**config.mk**
```make
export PLATFORM = sky130hd
export DESIGN_NAME = tx_symbol_scheduler
export DESIGN_NICKNAME = d
export VERILOG_FILES = /design/src/rtl/tx_sched_pkg.sv /design/src/rtl/skp_interval_counter.sv /design/src/rtl/tx_symbol_scheduler.sv
export SDC_FILE = /design/constraint.sdc
export NUM_CORES = 1
export LEC_CHECK = 0
export ABC_CLOCK_PERIOD_IN_PS = 4500
export BUFFER_PORTS_ARGS = -buffer_cell sky130_fd_sc_hd__clkbuf_2
export CORE_UTILIZATION = 60
export CTS_CLUSTER_SIZE = 20
export DETAILED_ROUTE_END_ITERATION = 8
export GPL_TIMING_DRIVEN = 0
export PLACE_DENSITY = 0.91
export SYNTH_ARGS = -nofsm -noshare
export SYNTH_HDL_FRONTEND = slang
export SYNTH_HIERARCHICAL = 1
export SYNTH_SLANG_ARGS = --single-unit
```
**constraint.sdc**
```tcl
create_clock -name Bit_Rate_10 -period 4.5 [get_ports Bit_Rate_10]
set_input_delay 0.225 -clock Bit_Rate_10 [delete_from_list [all_inputs] [get_ports Bit_Rate_10]]
set_output_delay 0.225 -clock Bit_Rate_10 [all_outputs]
set_load 0.05 [all_outputs]
```
**src/rtl/tx_sched_pkg.sv**
```systemverilog
// Shared types and symbol constants for the TX symbol scheduler.
package tx_sched_pkg;

  localparam int unsigned SYM_W          = 8;
  localparam int unsigned SKP_CNT_W      = 12;
  localparam int unsigned OS_CNT_W       = 3;
  localparam int unsigned EIOS_IDL_COUNT = 3;

  localparam logic [SYM_W-1:0] K28_5 = 8'hBC;
  localparam logic [SYM_W-1:0] K28_0 = 8'h1C;
  localparam logic [SYM_W-1:0] K28_3 = 8'h7C;
  localparam logic [SYM_W-1:0] LIDLE = 8'h00;

  typedef enum logic [2:0] {
    DISABLED,
    FILL,
    DATA,
    SKP_COM,
    SKP_SYM,
    EIOS_COM,
    EIOS_IDL,
    EIDLE
  } state_e;

  typedef struct packed {
    logic             k;
    logic [SYM_W-1:0] data;
  } sym_t;

endpackage

```
**src/rtl/skp_interval_counter.sv**
```systemverilog
// Counts emitted symbols since the last SKP COM and raises a sticky skp_due.
module skp_interval_counter
  import tx_sched_pkg::*;
#(
  parameter int unsigned SKP_INTERVAL = 1180
) (
  input  logic clk,
  input  logic rst_n,
  input  logic inc,
  input  logic clr,
  output logic skp_due
);

  localparam logic [SKP_CNT_W-1:0] DUE_AT  = SKP_CNT_W'(SKP_INTERVAL - 1);
  localparam logic [SKP_CNT_W-1:0] CNT_MAX = '1;

  logic [SKP_CNT_W-1:0] cnt_q, cnt_d;
  logic                 due_q, due_d;
  logic                 com_c;

  // inc together with clr only happens when a SKP COM is emitted; clr alone is DISABLED/EIDLE
  always_comb begin
    com_c = inc && clr;
    cnt_d = cnt_q;
    due_d = due_q;
    if (clr) begin
      cnt_d = '0;
    end else if (inc && (cnt_q != CNT_MAX)) begin
      cnt_d = cnt_q + SKP_CNT_W'(1);
    end
    if (com_c) begin
      due_d = 1'b0;
    end else if (cnt_d == DUE_AT) begin
      due_d = 1'b1;
    end
  end

  always_ff @(posedge clk or negedge rst_n) begin
    if (!rst_n) begin
      cnt_q <= '0;
      due_q <= 1'b0;
    end else begin
      cnt_q <= cnt_d;
      due_q <= due_d;
    end
  end

  assign skp_due = due_q;

endmodule

```
**src/rtl/tx_symbol_scheduler.sv**
```systemverilog
// Per-symbol selection between user data, SKP, EIOS and logical idle ahead of the 8b/10b encoder.
module tx_symbol_scheduler
  import tx_sched_pkg::*;
#(
  parameter int unsigned SKP_INTERVAL = 1180,
  parameter int unsigned SKP_COUNT    = 3
) (
  input  logic             Bit_Rate_10,
  input  logic             Rst,
  input  logic             enable,
  input  logic [SYM_W-1:0] tx_data,
  input  logic             tx_datak,
  input  logic             tx_valid,
  input  logic             tx_last,
  output logic             tx_ready,
  input  logic             eidle_req,
  output logic [SYM_W-1:0] sym_out,
  output logic             symk_out,
  output logic             enable_encoder,
  output logic             underrun,
  output logic             in_eidle
);

  state_e                state_q, state_d;
  logic [OS_CNT_W-1:0]   os_cnt_q, os_cnt_d;
  logic                  skp_due;
  logic                  tx_ready_c;
  logic                  accept_c;

  sym_t sym_q, sym_d;
  logic enc_q, enc_d;
  logic underrun_q, underrun_d;
  logic in_eidle_q, in_eidle_d;
  logic cnt_inc, cnt_clr;

  assign tx_ready_c = enable && (((state_q == FILL) && !eidle_req && !skp_due) ||
                                 (state_q == DATA));
  assign accept_c   = tx_valid && tx_ready_c;

  always_ff @(posedge Bit_Rate_10 or negedge Rst) begin
    if (!Rst) begin
      state_q  <= DISABLED;
      os_cnt_q <= '0;
    end else begin
      state_q  <= state_d;
      os_cnt_q <= os_cnt_d;
    end
  end

  always_comb begin
    state_d  = state_q;
    os_cnt_d = '0;
    if (!enable) begin
      state_d = DISABLED;
    end else begin
      case (state_q)
        DISABLED: state_d = FILL;
        FILL: begin
          if (eidle_req)                  state_d = EIOS_COM;
          else if (skp_due)               state_d = SKP_COM;
          else if (tx_valid && !tx_last)  state_d = DATA;
        end
        DATA:     if (tx_valid && tx_last) state_d = FILL;
        SKP_COM:  state_d = SKP_SYM;
        SKP_SYM:  if (os_cnt_q == OS_CNT_W'(SKP_COUNT - 1)) state_d = FILL;
        EIOS_COM: state_d = EIOS_IDL;
        EIOS_IDL: if (os_cnt_q == OS_CNT_W'(EIOS_IDL_COUNT - 1)) state_d = EIDLE;
        EIDLE:    if (!eidle_req) state_d = FILL;
        default:  state_d = DISABLED;
      endcase
    end
    if (((state_q == SKP_SYM) || (state_q == EIOS_IDL)) && (state_d == state_q)) begin
      os_cnt_d = os_cnt_q + OS_CNT_W'(1);
    end
  end

  // The symbol launched on an edge belongs to the state being entered on that edge
  always_comb begin
    sym_d      = '0;
    enc_d      = 1'b0;
    underrun_d = 1'b0;
    in_eidle_d = 1'b0;
    case (state_d)
      FILL, DATA: begin
        enc_d      = 1'b1;
        sym_d      = accept_c ? sym_t'{k: tx_datak, data: tx_data} : sym_t'{k: 1'b0, data: LIDLE};
        underrun_d = (state_q == DATA) && !tx_valid;
      end
      SKP_COM, EIOS_COM: begin
        enc_d = 1'b1;
        sym_d = sym_t'{k: 1'b1, data: K28_5};
      end
      SKP_SYM: begin
        enc_d = 1'b1;
        sym_d = sym_t'{k: 1'b1, data: K28_0};
      end
      EIOS_IDL: begin
        enc_d = 1'b1;
        sym_d = sym_t'{k: 1'b1, data: K28_3};
      end
      EIDLE:    in_eidle_d = 1'b1;
      default: begin
        sym_d = '0;
      end
    endcase
    cnt_inc = enc_d;
    cnt_clr = (state_d == SKP_COM) || (state_d == DISABLED) || (state_d == EIDLE);
  end

  always_ff @(posedge Bit_Rate_10 or negedge Rst) begin
    if (!Rst) begin
      sym_q      <= '0;
      enc_q      <= 1'b0;
      underrun_q <= 1'b0;
      in_eidle_q <= 1'b0;
    end else begin
      sym_q      <= sym_d;
      enc_q      <= enc_d;
      underrun_q <= underrun_d;
      in_eidle_q <= in_eidle_d;
    end
  end

  skp_interval_counter #(
    .SKP_INTERVAL (SKP_INTERVAL)
  ) u_skp_cnt (
    .clk     (Bit_Rate_10),
    .rst_n   (Rst),
    .inc     (cnt_inc),
    .clr     (cnt_clr),
    .skp_due (skp_due)
  );

  assign tx_ready       = tx_ready_c;
  assign sym_out        = sym_q.data;
  assign symk_out       = sym_q.k;
  assign enable_encoder = enc_q;
  assign underrun       = underrun_q;
  assign in_eidle       = in_eidle_q;

endmodule

```
Word level (Yosys, flattened, before mapping) --
Cells that the tools add are included. Widths: inputs -> output; s select.
Word-level totals: bits of input ports 15, latch bits 0, memories kept 0, memory bits (read-only) 0, bits in writable memories 0, output and inout bits 13, register bits after elaboration 31
Operators by class: $add $sub $neg 2, shift-type cells 0, $lt $le $gt $ge 0, bitwise gates (word level) 0, divide/modulo/power cells 0, muxes and demuxes 19, reduce and logical (&&, ||, !) cells 24, multiply operators 0, eq/ne operators 18
Operator list (number):
- $pmux 9 s4 | 1
- $mux 3 | 9
- $eq 3x3->1 const B | 8
- $mux 12 | 2
- $pmux 3 s8 | 1
- $eq 3x2->1 const B | 5
- $add 12x1->12 const B | 1
- $eq 12x11->1 const B | 1
- $ne 12x12->1 const B | 1
- $logic_and 1x1->1 | 10
- $mux 9 | 1
- $eq 3x1->1 const B | 2
- $logic_not 3->1 | 2
- $reduce_or 6->1 | 1
- $mux 1 | 5
- $logic_not 1->1 | 4
- $logic_or 1x1->1 | 4
- $reduce_or 2->1 | 2
- $add 3x1->3 const B | 1
- $eq 3x3->1 | 1
- $reduce_bool 2->1 | 1

Longest topological paths before layout --
Gate-level depths: netlist of run 1.
depth in word-level cells 16, depth in mapped cells 13, depth with buffers taken out 13

By module --
Netlist of run 1, hierarchy kept.
Modules (own cells, without submodules):
- tx_symbol_scheduler | area each 918.4 µm², times used 1, cells an instance 80
- skp_interval_counter | area each 794.5 µm², times used 1, cells an instance 81

Worst setup path before layout of run 1 --
OpenSTA, ideal clock, no wires.
path type register to register, from register os_cnt_q[0], to register u_skp_cnt.due_q, in the netlist u_skp_cnt/skp_due, library setup time 0.092 ns, setup slack 1.877 ns, data required time 4.408 ns, cell stages (with the launch flop) 14, data arrival time 2.531 ns, cells stage by stage dfrtp_1 inv_1 ha_1 or3b_1 a32o_1 nor2_1 nand2_1 o21a_1 and4_1 nand3_1 nor2_1 a211oi_2 o2111ai_1 o31ai_2
On the way: word-level cells in the longest chain between the ends 12, elaborated cells on any way between the ends 24, those cells by class eq/ne: 9; mux: 8; reduce/logical: 7
Ends and longest elaborated chain:
- start: declaration | line tx_symbol_scheduler.sv:25 | logic [OS_CNT_W-1:0] os_cnt_q, os_cnt_d;
- start signal: assignment | line tx_symbol_scheduler.sv:46 | os_cnt_q <= os_cnt_d;
- $eq 3x2->1 * | line tx_symbol_scheduler.sv:65, tx_symbol_scheduler.sv:67
- $mux 3 (on tied branches) | line tx_symbol_scheduler.sv:67, tx_symbol_scheduler.sv:65
- $pmux 3 s8 * | line tx_symbol_scheduler.sv:56 | case (state_q)
- $mux 3 * | line tx_symbol_scheduler.sv:53 | if (!enable) begin
- $eq 3x2->1 (tied with other cells) | line tx_symbol_scheduler.sv:83 | case (state_d)
- $reduce_or 6->1 (no source line) *
- $mux 1 * | line tx_symbol_scheduler.sv:83
- named net cnt_inc | line tx_symbol_scheduler.sv:34 | logic cnt_inc, cnt_clr;
- $logic_and 1x1->1 * | line skp_interval_counter.sv:28 | end else if (inc && (cnt_q != CNT_MAX)) begin
- $mux 12 * | line skp_interval_counter.sv:28
- $mux 12 * | line skp_interval_counter.sv:26 | if (clr) begin
- named net u_skp_cnt.cnt_d[7] | line skp_interval_counter.sv:17 | logic [SKP_CNT_W-1:0] cnt_q, cnt_d;
- $eq 12x11->1 * | line skp_interval_counter.sv:33 | end else if (cnt_d == DUE_AT) begin
- $reduce_bool 2->1 (no source line) *
- end signal: assignment | line skp_interval_counter.sv:44 | due_q <= due_d;
- end: declaration | line skp_interval_counter.sv:18 | logic due_q, due_d;
Mark *: on every way through the listed nets, which the timed path passes. The rest lies on a longest branch. A chain may end at the register's enable or synchronous reset.

Worst setup path after layout of run 1 --
from register state_q[2], to register u_skp_cnt.due_q, in the netlist u_skp_cnt/skp_due
On the way: word-level cells in the longest chain between the ends 13, elaborated cells on any way between the ends 36, those cells by class eq/ne: 15; mux: 13; reduce/logical: 8
Ends and longest elaborated chain:
- start: declaration | line tx_symbol_scheduler.sv:24 | state_e state_q, state_d;
- start signal: assignment | line tx_symbol_scheduler.sv:45 | state_q <= state_d;
- $mux 3 | line tx_symbol_scheduler.sv:61 | else if (tx_valid && !tx_last) state_d = DATA;
- $mux 3 | line tx_symbol_scheduler.sv:60 | else if (skp_due) state_d = SKP_COM;
- $mux 3 | line tx_symbol_scheduler.sv:59 | if (eidle_req) state_d = EIOS_COM;
- $pmux 3 s8 * | line tx_symbol_scheduler.sv:56
- $mux 3 * | line tx_symbol_scheduler.sv:53
- $eq 3x2->1 (tied with other cells) | line tx_symbol_scheduler.sv:83
- $reduce_or 6->1 (no source line) *
- $mux 1 * | line tx_symbol_scheduler.sv:83
- named net cnt_inc | line tx_symbol_scheduler.sv:34
- $logic_and 1x1->1 | line skp_interval_counter.sv:28
- $mux 12 | line skp_interval_counter.sv:28
- $mux 12 | line skp_interval_counter.sv:26
- $eq 12x11->1 | line skp_interval_counter.sv:33
- $reduce_bool 2->1 (no source line)
Marked as above.

==> impl_metrics.env, run 1 <==
export IMPL_worst_hold_slack_ns=0.0844
export IMPL_setup_slack_ns=1.40
export IMPL_mostFrequentLayoutCell="sky130_fd_sc_hd__dfrtp_1"
export IMPL_track_usage_pct=26.1
export IMPL_dominantRegCellSynth="sky130_fd_sc_hd__dfrtp_1"
export IMPL_power_per_cell_area_nw_per_um2=331
export IMPL_synth_fp_nets=179
export IMPL_preCtsSetupSlack_ns=1.49
export IMPL_grt_antenna_before_repair=0
export IMPL_insertion_delay_ns=0.33
export IMPL_critical_path_max_stage_delay_ns=0.54
export IMPL_global_route_wire_length_before_repair_um=6230
export IMPL_clk_transition_reported_paths_ns=0.10
export IMPL_total_setup_buffers_inserted_after_cts=0
export IMPL_finish_utilization_pct=72.5
export IMPL_fin_nets=214
export IMPL_fillerInstances=181
export IMPL_floorplan_die_height_um=55.4
export IMPL_worst_path_most_repeated_cell="sky130_fd_sc_hd__nand2_1"
export IMPL_post_synth_top_area_cell="sky130_fd_sc_hd__dfrtp_1"
export IMPL_drv_slew=0
export IMPL_synthArstFlopShare_pct=100
export IMPL_number_of_instances_in_the_placed_design=219
export IMPL_areaGrowthSynthToFinish_pct=15.8
export IMPL_cts_num_sinks=31
export IMPL_post_cts_resize_count=0
export IMPL_maxCapViolCount=0
export IMPL_h_tree_depth=2
export IMPL_viasPerCell=6.15
export IMPL_synth_edff_count=0
export IMPL_post_route_period_util_pct=68.9
export IMPL_clock_root_buffer="sky130_fd_sc_hd__clkbuf_4"
export IMPL_drt_wirelength_per_cell_um=15.7
export IMPL_synthesis_area_per_instance_um2=10.6
export IMPL_ys_seq_area_share_pct=45.3
export IMPL_leakage_nw=0.914
export IMPL_fin_crit_ns=3.10
export IMPL_path_class="register to register"
export IMPL_timing_fmax_ghz=0.322
export IMPL_grt_max_degree=32
export IMPL_ys_types=55
export IMPL_worst_slew_pin_slew_ns=0.740
export IMPL_finalPower_mw=0.657
export IMPL_fp_dieW_um=55.4
export IMPL_worst_setup_path_end_kind="register"
export IMPL_final_instance_count_excl_fill=228
export IMPL_std_cell_rows=19
export IMPL_final_design_area_no_fill_um2=1980
export IMPL_ant_nets=0
export IMPL_netlist_instances=161
export IMPL_via_count_of_the_first_global_routing_pass=1414
export IMPL_critPathMaxFanout=10
export IMPL_drt_wl_total_um=3580
export IMPL_min_delay_path_class="primary input to register"
export IMPL_place_port_buffers=27
export IMPL_dieArea_um2=3070
export IMPL_clock_tree_from_tritoncts="done"
export IMPL_clk_path_buf_depth=2
export IMPL_rsz0062_at_grt="false"
export IMPL_crit_path_top_delay_cell="sky130_fd_sc_hd__nor4_1"
export IMPL_final_hold_violation_count=0
export IMPL_peak_ir_drop_on_the_vdd_network_mv=0.285
export IMPL_yosys_warnings=6
export IMPL_setup_viol=0
export IMPL_cts_inserted_buffers=5
export IMPL_arrival_ns=3.35
export IMPL_detailedPlacementHpwl_um=2670
export IMPL_floorplan_core_area_um2=2730
export IMPL_iteration_0_drc_count_of_the_detailed_router=51
export IMPL_diodes=0
export IMPL_drive_gt1_share_pct=28.9
export IMPL_start_util_pct=62.7
export IMPL_setup_total_negative_slack_ns=0
export IMPL_dr_pass1_iters=4
export IMPL_path_cells="clkbuf_1 > nor4_1 > nor2_1 > nand2_1 > o21a_1 > and4_1 > nand2_1 > nor3b_1 > xnor2_1 > o2111ai_1 > o31ai_2"
export IMPL_count_of_pins_on_the_block_boundary=28
export IMPL_postSynthRegisterBits=31
export IMPL_place_gp_congestion=0.941
export IMPL_dr_total_vias=1402
export IMPL_worst_endpoint_required_ns=4.75
export IMPL_outcome="completed"
export IMPL_fin_skew_ns=0.00292
export IMPL_synth_top_area_share_pct=45.3
export IMPL_post_synthesis_cell_area_um2=1710
export IMPL_most_common_layout_cells="31 x sky130_fd_sc_hd__dfrtp_1, 28 x sky130_fd_sc_hd__clkbuf_2, 15 x sky130_fd_sc_hd__nor2_1"
export IMPL_route_detailed_drc=0
export IMPL_slew_headroom_pct=50.6
export IMPL_netlist_top_cells_area="sky130_fd_sc_hd__dfrtp_1 45%, sky130_fd_sc_hd__xnor2_1 3.6%, sky130_fd_sc_hd__nor2_1 3.3%, sky130_fd_sc_hd__a21o_1 2.2%, sky130_fd_sc_hd__ha_1 2.2%"
export IMPL_postPlaceCellArea_um2=1890
export IMPL_startpoint_type="register"
export IMPL_grt_overflow_total=0
synth_stat cells (3+ instances only):
cell	number
sky130_fd_sc_hd__a21o_1	5
sky130_fd_sc_hd__inv_1	3
sky130_fd_sc_hd__nor3_1	3
sky130_fd_sc_hd__nor2_1	15
sky130_fd_sc_hd__nor2b_1	3
sky130_fd_sc_hd__clkbuf_1	3
sky130_fd_sc_hd__and2_1	4
sky130_fd_sc_hd__nor3b_1	5
sky130_fd_sc_hd__dfrtp_1	31
sky130_fd_sc_hd__nand3_1	4
sky130_fd_sc_hd__ha_1	3
sky130_fd_sc_hd__nand2b_1	5
sky130_fd_sc_hd__and4_1	3
sky130_fd_sc_hd__nand2_1	9
sky130_fd_sc_hd__xnor2_1	7
sky130_fd_sc_hd__nor2_2	3
sky130_fd_sc_hd__nor4_1	5
sky130_fd_sc_hd__a21oi_1	3
layout make-up:
class                           instances  area (um^2)  share of cell area, %
Buffer                                  6         35.0                   1.77
Clock buffer                            6         51.3                   2.59
Clock inverter                          2         35.0                   1.77
Inverter                                3         11.3                  0.568
Multi-Input combinational cell        121          891                   44.9
Sequential cell                        31          776                   39.1
Tap cell                               31         38.8                   1.96
Timing Repair Buffer                   28          145                   7.32
sequential cells by signal (all words and copies together), names as in the netlist:
register	count
sym_out	8
u_skp_cnt/cnt_q	12
os_cnt_q	3
state_q	3
underrun	1
u_skp_cnt/skp_due	1
symk_out	1
enable_encoder	1
in_eidle	1
cell families (layout without fill, tap and decap cells):
kind of cell	after synthesis	in the layout	synth area share, %
buffers and inverters	9	45	2.70
muxes	3	3	2.05
xor gates and xnor gates	9	9	4.60
and+or+nand+nor	77	77	28.2
AOI/OAI and AO/OA	29	29	15.0
adders and majority gates	3	3	2.19
DFF	31	31	45.3
repair_timing:
item	in CTS	in global routing
hold buffers	1	0
setup endpoints to repair	0	0
endpoints found under the hold margin	31	0
power by group:
part / internal (mW) / switching [mW] / total (mW)
Combinational: 0.0423 / 0.0878 / 0.130
Clock: 0.131 / 0.0967 / 0.228
Sequential: 0.292 / 0.00727 / 0.299
layer usage:
layer	vias to the layer above	global-route usage, %	part of all wire, %
met5	-	0	0
met4	0	13.6	2.0
met3	7	7.49	6.1
met2	59	42.3	49
met1	674	31.5	43
li1	662	-	-
worst max-delay path: cells and delay by family, from the launching register on:
family	cells	cell delay, ns
simple gates	6	1.55
flops	1	0.39
xor+xnor	1	0.20
buf+inv	1	0.25
compound gates	3	0.63
final timing paths:
path                       cells after the start  slack [ns]        start           endpoint
max                                           11        1.40   state_q[2]  u_skp_cnt/skp_due
min                                            2        0.08     tx_datak           symk_out
max reg2reg                                   11        1.40   state_q[2]  u_skp_cnt/skp_due
min reg2reg                                    1        0.50  os_cnt_q[0]        os_cnt_q[0]
max in group asynchronous                      2        3.55          Rst        os_cnt_q[0]
min in group asynchronous                      2        0.49          Rst         sym_out[4]
(Power assumes the default switching activity.)
==> run 2: changes to the inputs <==
Settings changed: ABC_CLOCK_PERIOD_IN_PS 4500 to 2700, CORE_UTILIZATION 60 to 50, PLACE_DENSITY 0.91 to 0.82.
Clock period 4.5 ns to 2.7 ns, I/O delays scaled along.
==> impl_metrics.env, run 2 (synthesis results as in run 1) <==
export IMPL_drive_gt1_share_pct=38.3
export IMPL_path_class="register to register"
export IMPL_final_hold_violation_count=0
export IMPL_drv_slew=0
export IMPL_startpoint_type="register"
export IMPL_ant_nets=0
export IMPL_place_port_buffers=27
export IMPL_slew_headroom_pct=49.0
export IMPL_peak_ir_drop_on_the_vdd_network_mv=0.392
export IMPL_track_usage_pct=23.4
export IMPL_most_common_layout_cells="31 x sky130_fd_sc_hd__dfrtp_1, 29 x sky130_fd_sc_hd__clkbuf_2, 14 x sky130_fd_sc_hd__buf_4, 14 x sky130_fd_sc_hd__nor2_1, 7 x sky130_fd_sc_hd__nand2_1"
export IMPL_multi_input_area_um2=988
export IMPL_dr_pass1_iters=4
export IMPL_power_per_cell_area_nw_per_um2=479
export IMPL_insertion_delay_ns=0.33
export IMPL_fin_nets=231
export IMPL_fillerInstances=234
export IMPL_floorplan_core_area_um2=3150
export IMPL_rrSetupSlack_ns=-0.03
export IMPL_timing_critical_path_max_delay_family="compound AO/OA/AOI/OAI gates"
export IMPL_worst_endpoint_required_ns=2.94
export IMPL_areaGrowthSynthToFinish_pct=29.5
export IMPL_maxCapViolCount=0
export IMPL_top_register="u_skp_cnt/cnt_q"
export IMPL_fp_dieW_um=60.5
export IMPL_r2r_end="u_skp_cnt/skp_due"
export IMPL_via_count_of_the_first_global_routing_pass=1403
export IMPL_dieArea_um2=3660
export IMPL_iteration_0_drc_count_of_the_detailed_router=80
export IMPL_global_route_wire_length_before_repair_um=6180
export IMPL_critical_path_reg2reg_startpoint="os_cnt_q[0]"
export IMPL_worst_slew_pin_slew_ns=0.765
export IMPL_timing_fmax_ghz=0.366
export IMPL_cts_num_sinks=31
export IMPL_min_delay_path_class="primary input to register"
export IMPL_clock_tree_from_tritoncts="done"
export IMPL_setup_viol=1
export IMPL_seqCellArea_um2=776
export IMPL_place_gp_congestion=0.873
export IMPL_preCtsSetupSlack_ns=-0.312
export IMPL_path_cells="inv_1 > ha_1 > or3b_1 > a32o_2 > nor2_4 > nand2_2 > o21a_4 > and4_4 > nand3_4 > nor2_1 > a211oi_2 > o2111ai_2 > o31ai_2"
export IMPL_outcome="complete, but fails checks"
export IMPL_fin_skew_ns=0.0163
export IMPL_route_detailed_drc=0
export IMPL_hold_path_startpoint="tx_data[3]"
export IMPL_dr_total_vias=1429
export IMPL_count_of_pins_on_the_block_boundary=28
export IMPL_finalPower_mw=1.06
export IMPL_critPathMaxFanout=5
export IMPL_h_tree_depth=2
export IMPL_clk_transition_reported_paths_ns=0.09
export IMPL_drt_wl_total_um=3950
export IMPL_worst_setup_path_end_kind="register"
export IMPL_detailedPlacementHpwl_um=2520
export IMPL_post_route_period_util_pct=101
export IMPL_grt_overflow_total=0
export IMPL_setup_slack_ns=-0.0327
export IMPL_largest_reg_flops=12
export IMPL_clk_path_buf_depth=2
export IMPL_hold_end="sym_out[3]"
export IMPL_number_of_instances_in_the_placed_design=232
export IMPL_mostFrequentLayoutCell="sky130_fd_sc_hd__dfrtp_1"
export IMPL_cts_inserted_buffers=5
export IMPL_cp_buffers_inverters=1
export IMPL_floorplan_die_height_um=60.5
export IMPL_start_util_pct=54.3
export IMPL_fin_crit_ns=2.73
export IMPL_grt_antenna_before_repair=0
export IMPL_holdPathStages=2
export IMPL_rsz0062_at_grt="true"
export IMPL_arrival_ns=2.97
export IMPL_viasPerCell=5.54
export IMPL_drt_wirelength_per_cell_um=15.3
export IMPL_timing_reg2reg_worst_path_depth=13
export IMPL_final_instance_count_excl_fill=258
export IMPL_clock_root_buffer="sky130_fd_sc_hd__clkbuf_4"
export IMPL_crit_path_top_delay_cell="sky130_fd_sc_hd__dfrtp_1"
export IMPL_failed_checks="setup timing"
export IMPL_critical_path_max_stage_delay_ns=0.38
export IMPL_grt_max_degree=32
export IMPL_std_cell_rows=20
export IMPL_finish_utilization_pct=70.4
export IMPL_leakage_nw=1.00
export IMPL_diodes=0
[run 2: layout make-up]
cell class,instances,area share [%]
multi-input cells,121,44.6
well taps,44,2.48
repair buffers,45,12.7
flip-flops and latches,31,35.0
plain buffers,6,1.64
clock buffers,8,3.10
inverters,3,0.508
[run 2: how the worst max path moves through the flow]
stage,slack [ns],start,cells past startpoint,end
floorplan,0.08,os_cnt_q[0],13,u_skp_cnt/skp_due
global placement,-0.16,os_cnt_q[0],13,u_skp_cnt/skp_due
detailed placement,-0.31,os_cnt_q[0],13,u_skp_cnt/skp_due
CTS,0.01,os_cnt_q[0],13,u_skp_cnt/skp_due
global route,-0.15,os_cnt_q[0],13,u_skp_cnt/skp_due
finish,-0.03,os_cnt_q[0],13,u_skp_cnt/skp_due
[run 2: repair_timing]
action / CTS / global route
setup buffers: 9 / 4
setup endpoints to repair: 5 / 2
pin swaps: 6 / 3
endpoints found under the hold margin: 34 / 1
hold buffers: 4 / 1
gates resized for setup: 14 / 7
[run 2: where the power goes]
group,switching (mW),internal [mW],total (mW),leakage [nW]
clock network,0.153,0.153,0.306,0.0386
logic,0.162,0.0963,0.258,0.542
registers,0.0126,0.486,0.499,0.423
total,0.327,0.736,1.06,1.00
[run 2: through the flow]
step	hold slack [ns]	instance area (um^2)	setup TNS (ns)
floorplan	-0.161	1710	0
finish	0.0138	2220	-0.0327
detailed placement	0.235	1900	-0.345
global placement	0.219	1900	-0.162
CTS	0.00194	2130	0
global route	0.00285	2220	-0.162
[run 2: metal layers]
layer	vias up	GRT usage, %	part of all wire (%)
li1	693	-	-
met5	-	0	0
met3	6	7.25	5.2
met1	694	28.0	43
met4	0	9.09	1.2
met2	36	39.7	50
==> run 3: changes to the inputs <==
Settings changed: RECOVER_POWER from default to 50.
==> impl_metrics.env, run 3 (synthesis results as in run 1) <==
export IMPL_outcome="complete, but fails checks"
export IMPL_failed_checks="capacitance limit, slew limit, setup timing"
export IMPL_rrSetupSlack_ns=-0.03
export IMPL_place_port_buffers=27
export IMPL_track_usage_pct=23.4
export IMPL_drt_wl_total_um=3950
export IMPL_detailedPlacementHpwl_um=2520
export IMPL_place_gp_congestion=0.873
export IMPL_clock_tree_from_tritoncts="done"
export IMPL_clock_root_buffer="sky130_fd_sc_hd__clkbuf_4"
export IMPL_mostFrequentLayoutCell="sky130_fd_sc_hd__dfrtp_1"
export IMPL_arrival_ns=2.97
export IMPL_grt_overflow_total=0
export IMPL_number_of_instances_in_the_placed_design=232
export IMPL_floorplan_core_area_um2=3150
export IMPL_timing_reg2reg_worst_path_depth=13
export IMPL_peak_ir_drop_on_the_vdd_network_mv=0.392
export IMPL_top_register="u_skp_cnt/cnt_q"
export IMPL_fin_skew_ns=0.0163
export IMPL_finalPower_mw=1.06
export IMPL_slew_headroom_pct=-10.2
export IMPL_drive_gt1_share_pct=35.5
export IMPL_global_route_wire_length_before_repair_um=6180
export IMPL_fin_crit_ns=2.73
export IMPL_crit_path_top_delay_cell="sky130_fd_sc_hd__dfrtp_1"
export IMPL_critical_path_max_stage_delay_ns=0.38
export IMPL_final_instance_count_excl_fill=258
export IMPL_insertion_delay_ns=0.33
export IMPL_clk_path_buf_depth=2
export IMPL_worst_endpoint_required_ns=2.94
export IMPL_count_of_pins_on_the_block_boundary=28
export IMPL_viasPerCell=5.53
export IMPL_diodes=0
export IMPL_h_tree_depth=2
export IMPL_grt_max_degree=32
export IMPL_maxCapViolCount=1
export IMPL_leakage_nw=0.984
export IMPL_cts_inserted_buffers=5
export IMPL_iteration_0_drc_count_of_the_detailed_router=80
export IMPL_dr_total_vias=1428
export IMPL_floorplan_die_height_um=60.5
export IMPL_postPlaceCellArea_um2=1900
export IMPL_preCtsSetupSlack_ns=-0.312
export IMPL_critPathMaxFanout=5
export IMPL_startpoint_type="register"
export IMPL_drv_slew=32
export IMPL_final_hold_violation_count=0
export IMPL_final_design_area_no_fill_um2=2210
export IMPL_rsz0062_at_grt="true"
export IMPL_critical_path_reg2reg_startpoint="os_cnt_q[0]"
export IMPL_most_common_layout_cells="31 x sky130_fd_sc_hd__dfrtp_1, 23 x sky130_fd_sc_hd__clkbuf_2, 14 x sky130_fd_sc_hd__buf_4, 14 x sky130_fd_sc_hd__nor2_1, 9 x sky130_fd_sc_hd__clkbuf_1"
export IMPL_setup_viol=1
export IMPL_dieArea_um2=3660
export IMPL_setup_total_negative_slack_ns=-0.0329
export IMPL_grt_antenna_before_repair=0
export IMPL_path_cells="inv_1 > ha_1 > or3b_1 > a32o_2 > nor2_4 > nand2_2 > o21a_4 > and4_4 > nand3_4 > nor2_1 > a211oi_2 > o2111ai_2 > o31ai_2"
export IMPL_path_class="register to register"
export IMPL_dr_pass1_iters=4
export IMPL_worst_slew_pin_slew_ns=1.65
export IMPL_start_util_pct=54.3
export IMPL_holdPathStages=2
export IMPL_setup_slack_ns=-0.0329
export IMPL_drt_wirelength_per_cell_um=15.3
export IMPL_power_per_cell_area_nw_per_um2=480
export IMPL_worst_setup_path_end_kind="register"
export IMPL_areaGrowthSynthToFinish_pct=29.1
export IMPL_timing_fmax_ghz=0.366
export IMPL_clk_transition_reported_paths_ns=0.09
export IMPL_via_count_of_the_first_global_routing_pass=1403
export IMPL_cts_num_sinks=31
export IMPL_hold_path_startpoint="tx_data[3]"
export IMPL_hold_end="sym_out[3]"
export IMPL_fin_nets=231
export IMPL_r2r_end="u_skp_cnt/skp_due"
export IMPL_min_delay_path_class="primary input to register"
export IMPL_route_detailed_drc=0
export IMPL_ant_nets=0
export IMPL_largest_reg_flops=12
export IMPL_fp_dieW_um=60.5
export IMPL_std_cell_rows=20
export IMPL_post_route_period_util_pct=101
-- run 3: cell counts in the layout (fill, tap and decap cells not counted) --
Identical to the previous run, type by type.
-- run 3: power breakdown --
group	total (mW)	switching (mW)	leakage, nW	internal (mW)
Sequential	0.499	0.0125	0.423	0.486
Combinational	0.257	0.162	0.522	0.0945
Clock	0.306	0.153	0.0386	0.153
Total	1.06	0.327	0.984	0.734
-- run 3: stage by stage --
stage,hold WS [ns],util (%)
after floorplan,-0.161,-
after global placement,0.219,60.4
after detailed placement,0.235,60.4
after CTS,0.00194,67.5
after global routing,0.00285,70.1
final,0.0136,70.1
-- run 3: critical path: cells and delay by family, from the launching register on --
kind	cells	cell delay, ns
compound gates	5	1.20
simple gates	6	0.85
flops	1	0.38
fa+ha+maj	1	0.15
buf+inv	1	0.06
-- run 3: per-layer routing --
layer  up-vias  wire length, um  global-route usage [%]
met5         -                0                       0
met1       693             1710                    28.0
li1        693                -                       -
met2        36             1990                    39.7
met4         0               49                    9.09
met3         6              201                    7.25
-- run 3: how the worst max path moves through the flow --
stage / end / from / cells after the start / slack, ns
after floorplan: u_skp_cnt/skp_due / os_cnt_q[0] / 13 / 0.08
after global placement: u_skp_cnt/skp_due / os_cnt_q[0] / 13 / -0.16
after detailed placement: u_skp_cnt/skp_due / os_cnt_q[0] / 13 / -0.31
after CTS: u_skp_cnt/skp_due / os_cnt_q[0] / 13 / 0.01
after global routing: u_skp_cnt/skp_due / os_cnt_q[0] / 13 / -0.15
final: u_skp_cnt/skp_due / os_cnt_q[0] / 13 / -0.03
-- run 3: what timing repair did --
item | in CTS | in global routing
pin swaps | 6 | 3
setup buffers | 9 | 4
hold buffers | 4 | 1
resized for setup | 14 | 7
hold endpoints to repair | 34 | 1
endpoints found under the setup margin | 5 | 2
-- run 3: cell type report --
class | count | area (um^2)
Inverter | 3 | 11.3
Tap cell | 44 | 55.1
Sequential cell | 31 | 776
Clock buffer | 8 | 68.8
Multi-Input combinational cell | 121 | 988
Buffer | 6 | 36.3
Fill cell | 240 | 942
Timing Repair Buffer | 45 | 275
